===== src/rtl/bp_be_fe_cmd_arbiter.sv =====
// bp_be_fe_cmd_arbiter
// Fixed-priority merge of BE-side FE command producers onto the single FE
// command channel. The winning command is registered, held until the FE
// accepts it, and a fence-class command stalls all issue until the FE
// reports that the fence has drained.
module bp_be_fe_cmd_arbiter #(
    parameter int num_req_p   = 4,
    parameter int cmd_width_p = 64,
    parameter int cnt_width_p = 16
) (
    input  logic                             clk_i,
    input  logic                             reset_n_i,
    input  logic [num_req_p-1:0]             req_v_i,
    input  logic [num_req_p*cmd_width_p-1:0] req_cmd_i,
    input  logic [num_req_p-1:0]             req_fence_i,
    output logic [num_req_p-1:0]             req_yumi_o,
    output logic [cmd_width_p-1:0]           fe_cmd_o,
    output logic                             fe_cmd_v_o,
    input  logic                             fe_cmd_ready_i,
    input  logic                             fe_cmd_fence_i,
    output logic                             busy_o,
    output logic [cnt_width_p-1:0]           cmd_cnt_o
);

    localparam int idx_w_lp = (num_req_p > 1) ? $clog2(num_req_p) : 1;

    typedef enum logic [1:0] {
        IDLE  = 2'd0,
        SEND  = 2'd1,
        FENCE = 2'd2
    } state_e;

    state_e                 state_r;
    logic [cmd_width_p-1:0] fe_cmd_r;
    logic                   fe_cmd_v_r;
    logic                   out_fence_r;
    logic                   busy_r;
    logic [cnt_width_p-1:0] cnt_r;

    logic                   accept_s;
    logic                   can_grant_s;
    logic                   any_req_s;
    logic                   grant_s;
    logic [idx_w_lp-1:0]    grant_idx_s;
    logic [num_req_p-1:0]   req_yumi_s;
    logic [cmd_width_p-1:0] sel_cmd_s;
    logic                   sel_fence_s;

    assign accept_s    = fe_cmd_v_r & fe_cmd_ready_i;
    assign can_grant_s = (state_r == IDLE) |
                         ((state_r == SEND) & accept_s & ~out_fence_r);
    assign any_req_s   = |req_v_i;
    // Reset gating keeps requesters from dequeuing while the block is held in reset.
    assign grant_s     = can_grant_s & any_req_s & reset_n_i;
    assign sel_cmd_s   = req_cmd_i[grant_idx_s*cmd_width_p +: cmd_width_p];
    assign sel_fence_s = req_fence_i[grant_idx_s];

    // Priority encoder: scanning from the top down leaves the lowest valid index.
    always_comb begin
        grant_idx_s = '0;
        for (int i = num_req_p - 1; i >= 0; i--) begin
            grant_idx_s = req_v_i[i] ? idx_w_lp'(i) : grant_idx_s;
        end
    end

    // One-hot dequeue strobe toward the winning requester.
    always_comb begin
        req_yumi_s = '0;
        if (grant_s) begin
            req_yumi_s[grant_idx_s] = 1'b1;
        end else begin
            req_yumi_s = '0;
        end
    end

    // Control FSM with the output command register and accept counter.
    always_ff @(posedge clk_i or negedge reset_n_i) begin
        if (!reset_n_i) begin
            state_r     <= IDLE;
            fe_cmd_r    <= '0;
            fe_cmd_v_r  <= 1'b0;
            out_fence_r <= 1'b0;
            busy_r      <= 1'b0;
            cnt_r       <= '0;
        end else begin
            case (state_r)
                IDLE: begin
                    if (grant_s) begin
                        fe_cmd_r    <= sel_cmd_s;
                        out_fence_r <= sel_fence_s;
                        fe_cmd_v_r  <= 1'b1;
                        busy_r      <= 1'b1;
                        state_r     <= SEND;
                    end else begin
                        state_r     <= IDLE;
                    end
                end
                SEND: begin
                    if (accept_s) begin
                        cnt_r <= cnt_r + cnt_width_p'(1);
                        if (out_fence_r) begin
                            fe_cmd_v_r <= 1'b0;
                            state_r    <= FENCE;
                        end else if (grant_s) begin
                            fe_cmd_r    <= sel_cmd_s;
                            out_fence_r <= sel_fence_s;
                            state_r     <= SEND;
                        end else begin
                            fe_cmd_v_r <= 1'b0;
                            busy_r     <= 1'b0;
                            state_r    <= IDLE;
                        end
                    end else begin
                        state_r <= SEND;
                    end
                end
                FENCE: begin
                    if (!fe_cmd_fence_i) begin
                        busy_r  <= 1'b0;
                        state_r <= IDLE;
                    end else begin
                        state_r <= FENCE;
                    end
                end
                default: begin
                    fe_cmd_v_r <= 1'b0;
                    busy_r     <= 1'b0;
                    state_r    <= IDLE;
                end
            endcase
        end
    end

    assign req_yumi_o = req_yumi_s;
    assign fe_cmd_o   = fe_cmd_r;
    assign fe_cmd_v_o = fe_cmd_v_r;
    assign busy_o     = busy_r;
    assign cmd_cnt_o  = cnt_r;

endmodule


===== config.mk =====
export PLATFORM = sky130hd
export DESIGN_NAME = bp_be_fe_cmd_arbiter
export DESIGN_NICKNAME = d
export VERILOG_FILES = /design/src/rtl/bp_be_fe_cmd_arbiter.sv
export SDC_FILE = /design/constraint.sdc
export NUM_CORES = 1
export LEC_CHECK = 0
export BUFFER_PORTS_ARGS = -buffer_cell sky130_fd_sc_hd__buf_4
export CELL_PAD_IN_SITES_DETAIL_PLACEMENT = 0
export CELL_PAD_IN_SITES_GLOBAL_PLACEMENT = 1
export CORE_ASPECT_RATIO = 0.8
export CORE_MARGIN = 8
export CORE_UTILIZATION = 30
export CTS_BUF_LIST = sky130_fd_sc_hd__clkbuf_8 sky130_fd_sc_hd__clkbuf_16
export DETAILED_ROUTE_END_ITERATION = 8
export PLACE_DENSITY = 0.91
export SLEW_MARGIN = 40
export SYNTH_ARGS = -nofsm -noshare
export SYNTH_HDL_FRONTEND = slang
export SYNTH_SLANG_ARGS = --single-unit

===== constraint.sdc =====
create_clock -name clk_i -period 2.61 [get_ports clk_i]
set_input_delay 0.1305 -clock clk_i [delete_from_list [all_inputs] [get_ports clk_i]]
set_output_delay 0.1305 -clock clk_i [all_outputs]
set_load 0.02 [all_outputs]

# After elaboration in Yosys (flattened, before gate mapping)
# Cells that the tools add are included.
# Widths: inputs -> output; s select.
totals:
  output_inout_bits: 86
  ff_bits: 85
  inputBits: 268
  word_cells: 67
classes:
  mux: 32
  n_reduce_logical: 9
  n_shift: 1
  eq_ne: 8
  magnitude_cmp: 2
  bitwise: 8
  add_sub_neg: 1
op_table:
  columns: ["operator", "count"]
  rows:
  - ["$shiftx 256x9->64", 1]
  - ["$mux 64", 3]
  - ["$pmux 64 s2", 1]
  - ["$add 16x1->16 const B", 1]
  - ["$mux 1", 14]
  - ["$mux 2", 7]
  - ["$ne 2x2->1 const B", 5]
  - ["$pmux 1 s3", 2]
  - ["$pmux 2 s3", 1]
  - ["$reduce_and 3->1", 2]
  - ["$and 1x1->1", 5]
  - ["$reduce_and 5->1", 1]
  - ["$mux 4", 1]
  - ["$reduce_and 4->1", 1]
  - ["$reduce_or 4->1", 1]
  - ["$lt 2x3->1 const B", 1]
  - ["$ne 3x3->1 const B", 1]
  - ["$bmux 1 s2", 1]
  - ["$demux 1 s2", 1]
  - ["$eq 2x1->1 const B", 1]
  - ["$eq 2x2->1 const B", 1]
  - ["$ge 2x1->1 const B", 1]
  - ["$logic_not 2->1", 1]
  - ["$not 1->1", 2]
  - ["5 further kinds", 5]

# Longest topological paths before layout
depth:
  ltp_word: 10
  mapped_depth: 7
  mapped_depth_nobuf: 4

# Least setup slack after synthesis
# OpenSTA, ideal clock, no wires.
synth_path:
  path_type: "register -> output"
  from: "register fe_cmd_v_r (netlist: fe_cmd_v_o)"
  to: "output port req_yumi_o[1]"
  required_time_ps: 2480
  n_path_buf: 2
  setup_slack_ps: 901
  arrival_ps: 1578
  stages_incl_launch_ff: 6
  path_cell_list: "dfrtp_1 -> nand3b_1 -> a221oi_4 -> buf_4 -> buf_4 -> and2_1"
synth_between:
  elab_chain_cells: 7
synth_rtl:
  columns: ["item", "line_no", "source"]
  rows:
  - ["start: declaration", "35", "logic fe_cmd_v_r;"]
  - ["start signal: assignment", "81", "fe_cmd_v_r <= 1'b0;"]
  - ["start signal: assignment", "91", "fe_cmd_v_r <= 1'b1;"]
  - ["start signal: assignment", "102", "fe_cmd_v_r <= 1'b0;"]
  - ["$and 1x1->1", "49", "assign accept_s = fe_cmd_v_r & fe_cmd_ready_i;"]
  - ["$and 1x1->1 (2 in series)", "51", "((state_r == SEND) & accept_s & ~out_fence_r);"]
  - ["$or 1x1->1", "50", "assign can_grant_s = (state_r == IDLE) |"]
  - ["$and 1x1->1 (2 in series)", "54", "assign grant_s = can_grant_s & any_req_s & reset_n_i;"]
  - ["$mux 4", "69", "if (grant_s) begin"]
  - ["end: declaration", "16", "output logic [num_req_p-1:0] req_yumi_o,"]
# Every way passes these cells.

# Final worst setup path
layout_path:
  from: "register out_fence_r"
  to: "output port req_yumi_o[3]"
layout_between:
  elab_chain_cells: 6
layout_rtl:
  columns: ["item", "line_no", "source"]
  rows:
  - ["start: declaration", "36", "logic out_fence_r;"]
  - ["start signal: assignment", "90", "out_fence_r <= sel_fence_s;"]
  - ["start signal: assignment", "106", "out_fence_r <= sel_fence_s;"]
  - ["$not 1->1", "51", null]
  - ["$and 1x1->1", "51", null]
  - ["$or 1x1->1", "50", null]
  - ["$and 1x1->1 (2 in series)", "54", null]
  - ["$mux 4", "69", null]
# Every way passes these cells.

==> run summary <==
# resized after CTS = 0
Yosys top cell area share = 45.4%
Crit Path Max Fanout = 56
Crit path launch type = register
Hold Fails Final Rpt = 0
Worst IR Drop VDD = 391 uV
Antenna viol nets, final = 0
Setup CP Type = reg2out
Final worst slack = 0.447 ns
Rows = 41
Clock share of power = 19.2%
Antenna violations before repair = 0
Synth area leader = dfrtp_1
Switching Fraction = 40.2%
Synth top area cells = dfrtp_1, a222oi_1, a22o_1
TritonCTS clock tree = done
Port-buffer cells = 353
CTS root buf = clkbuf_16
Post-Synthesis Cells = 477
Vias = 5490
Slowest cell on crit path = dfrtp_1
Nets = 1073
Layout area overhead = 67.4%
Diodes inserted = 0
First-pass iteration count of the detailed router = 7
Status = finished clean
Core ar. = 15500 um2
Routability congestion estimate = 0.860
MaxCap Viol Count = 0
Worst Path Required = 2.48 ns
Wire length per cell = 20.2 um
Seq pwr share = 33.1%
Die width = 156 um
NetSw = 2.77 mW
Worst hold path class = in2reg
Max Fclk = 0.462 GHz
Final period util = 82.9%
Async S/R FF share, synth = 100%
Skew final = 0.0113 ns
Non-Filler Instances = 1024
Synth top cells by count = dfrtp_1, nor2_1, a21oi_1, a22o_1, a222oi_1
Clock tree buffer depth = 2
Die height = 128 um
CP endpoint kind = output port
DRC Markers = 0
TritonCTS buffer count = 9
Period minus WS final = 2.16 ns
DIE AREA = 19900 um2
H-tree levels = 3
Top cell family by delay on the critical path = simple AND/OR/NAND/NOR gates
Initial Util = 30.1%
Synthesized Nets = 746
Share of layout cells above drive strength 1 = 48.1%
Total wire length = 20700 um
Placed cells = 1007
Placed inst area = 7520 um2
First-pass GRT wire length = 31200 um
Via/cell ratio = 5.36
Leak Pwr = 3.71 nW
Detailed Route Iter0 Violations = 555
GR Util All Layers = 19.8%
DP Worst Slack = 0.803 ns
Largest stage delay on the critical path = 0.42 ns
I/O pins = 354
Syn Area/Cell = 9.82 um2
Synth warnings = 0
Distinct cells, synth = 37
Clk_lat worst skew = 0.34 ns
Most instantiated library cell after synthesis = dfrtp_1
Max_slew headroom = 46.2%
Cells along the critical path = nand3b_1 -> a221oi_4 -> buf_12 -> and3_1 -> buf_4
Final setup viols = 0
CP arrival = 2.03 ns
RSZ-0062 raised after global routing = no
Setup TNS = 0 ns
Vias in the first global route = 5548
Finished Cell Area = 7840 um2
Postcts setup bufs = 0
Fin. max-slew vios = 0
Tightest Pin Transition = 0.807 ns
Gate power share = 47.7%
Prevailing post-synth register cell = dfrtp_1
Power Density = 878 nW/um2
Post-Syn Area = 4680 um2
Worst Path Buf+Inv = 2
Grt ovf = 0
DP Wirelength = 15700 um
EDFF count, synth = 0
Sequential cell area fraction in the yosys report = 45.4%
P_int = 4.11 mW
CTS Hold Bufs = 1
Seq cells post-synth = 85
Largest net degree at the start of global routing = 77
Clk slew on worst S/H paths = 0.06 ns
CTS sink count = 85
Pwr Total = 6.88 mW
cells by family (layout without fill, tap and decap cells):
| kind of cell | count (synthesis) | count (layout) | synth area share [%] |
|---|---|---|---|
| AO/OA/AOI/OAI | 210 | 210 | 35.7 |
| XOR/XNOR | 15 | 15 | 2.81 |
| AND/OR/NAND/NOR | 110 | 110 | 10.4 |
| buffers and inverters | 56 | 388 | 5.40 |
| flip-flops | 85 | 85 | 45.4 |
| adder cells (fa/ha/maj) | 1 | 1 | 0.267 |
cell usage in the layout, fill, tap and decap left out, types with 5 or more instances in the layout:
cell type,Yosys,layout
dfrtp_1,85,85
nand2_1,14,14
buf_4,4,364
clkbuf_16,0,9
inv_1,5,5
nand4_1,6,6
nor2_1,71,71
a22o_1,66,66
a222oi_1,64,64
xnor2_1,10,10
xor2_1,5,5
a21oi_1,66,66
final cells by class:
cell class,count,area [um2]
Clock buffer,9,225
Clock inverter,7,80.1
Fill cell,1512,7700
Inverter,5,18.8
Multi-Input combinational cell,336,2340
Sequential cell,85,2130
Tap cell,215,269
Timing Repair Buffer,367,2780
stage by stage:
step | hold slack [ns] | utilization, %
floorplan | -0.165 | -
global placement | -0.00900 | 48.4
detailed placement | -0.00985 | 48.4
CTS | 0.0819 | 50.4
global route | 0.0909 | 50.4
finish | 0.0976 | 50.4
power groups by stage:
stage,clock network [mW],logic (mW),registers (mW)
after floorplan,0,1.11,2.90
after global placement,0,3.28,2.28
after detailed placement,0,3.32,2.29
after CTS,1.37,3.33,2.28
after global routing,1.43,3.56,2.35
final,1.32,3.28,2.28
worst min-delay path, cell delays in order:
cell and delay [ns]:
buf_4 0.08, a222oi_1 0.05, a21oi_1 0.14
metal layers:
layer  GRT usage, %  part of all wire [%]
met3           7.24                    11
met2           32.6                    48
met5              0                     0
met4           5.18                   1.5
met1           24.1                    40
registers in the layout, summed over array words and instances (netlist names):
name,count
fe_cmd_o,64
cmd_cnt_o,16
state_r,2
busy_o,1
fe_cmd_v_o,1
out_fence_r,1
final timing paths:
check	start	end	slack (ns)	cells after the start
setup / recovery	out_fence_r$_DFFE_PN0P_	req_yumi_o[3]	0.45	5
hold / removal	req_cmd_i[36]	fe_cmd_o[36]$_DFFE_PN0P_	0.1	3
setup reg to reg	state_r[0]$_DFF_PN0_	cmd_cnt_o[12]$_DFFE_PN0N_	0.90	4
hold reg to reg	cmd_cnt_o[15]$_DFFE_PN0N_	cmd_cnt_o[15]$_DFFE_PN0N_	0.48	1
max in group asynchronous	reset_n_i	fe_cmd_o[3]$_DFFE_PN0P_	1.15	4
min in group asynchronous	reset_n_i	cmd_cnt_o[5]$_DFFE_PN0N_	0.17	2
Note: power is estimated with default switching activity, not from simulation.
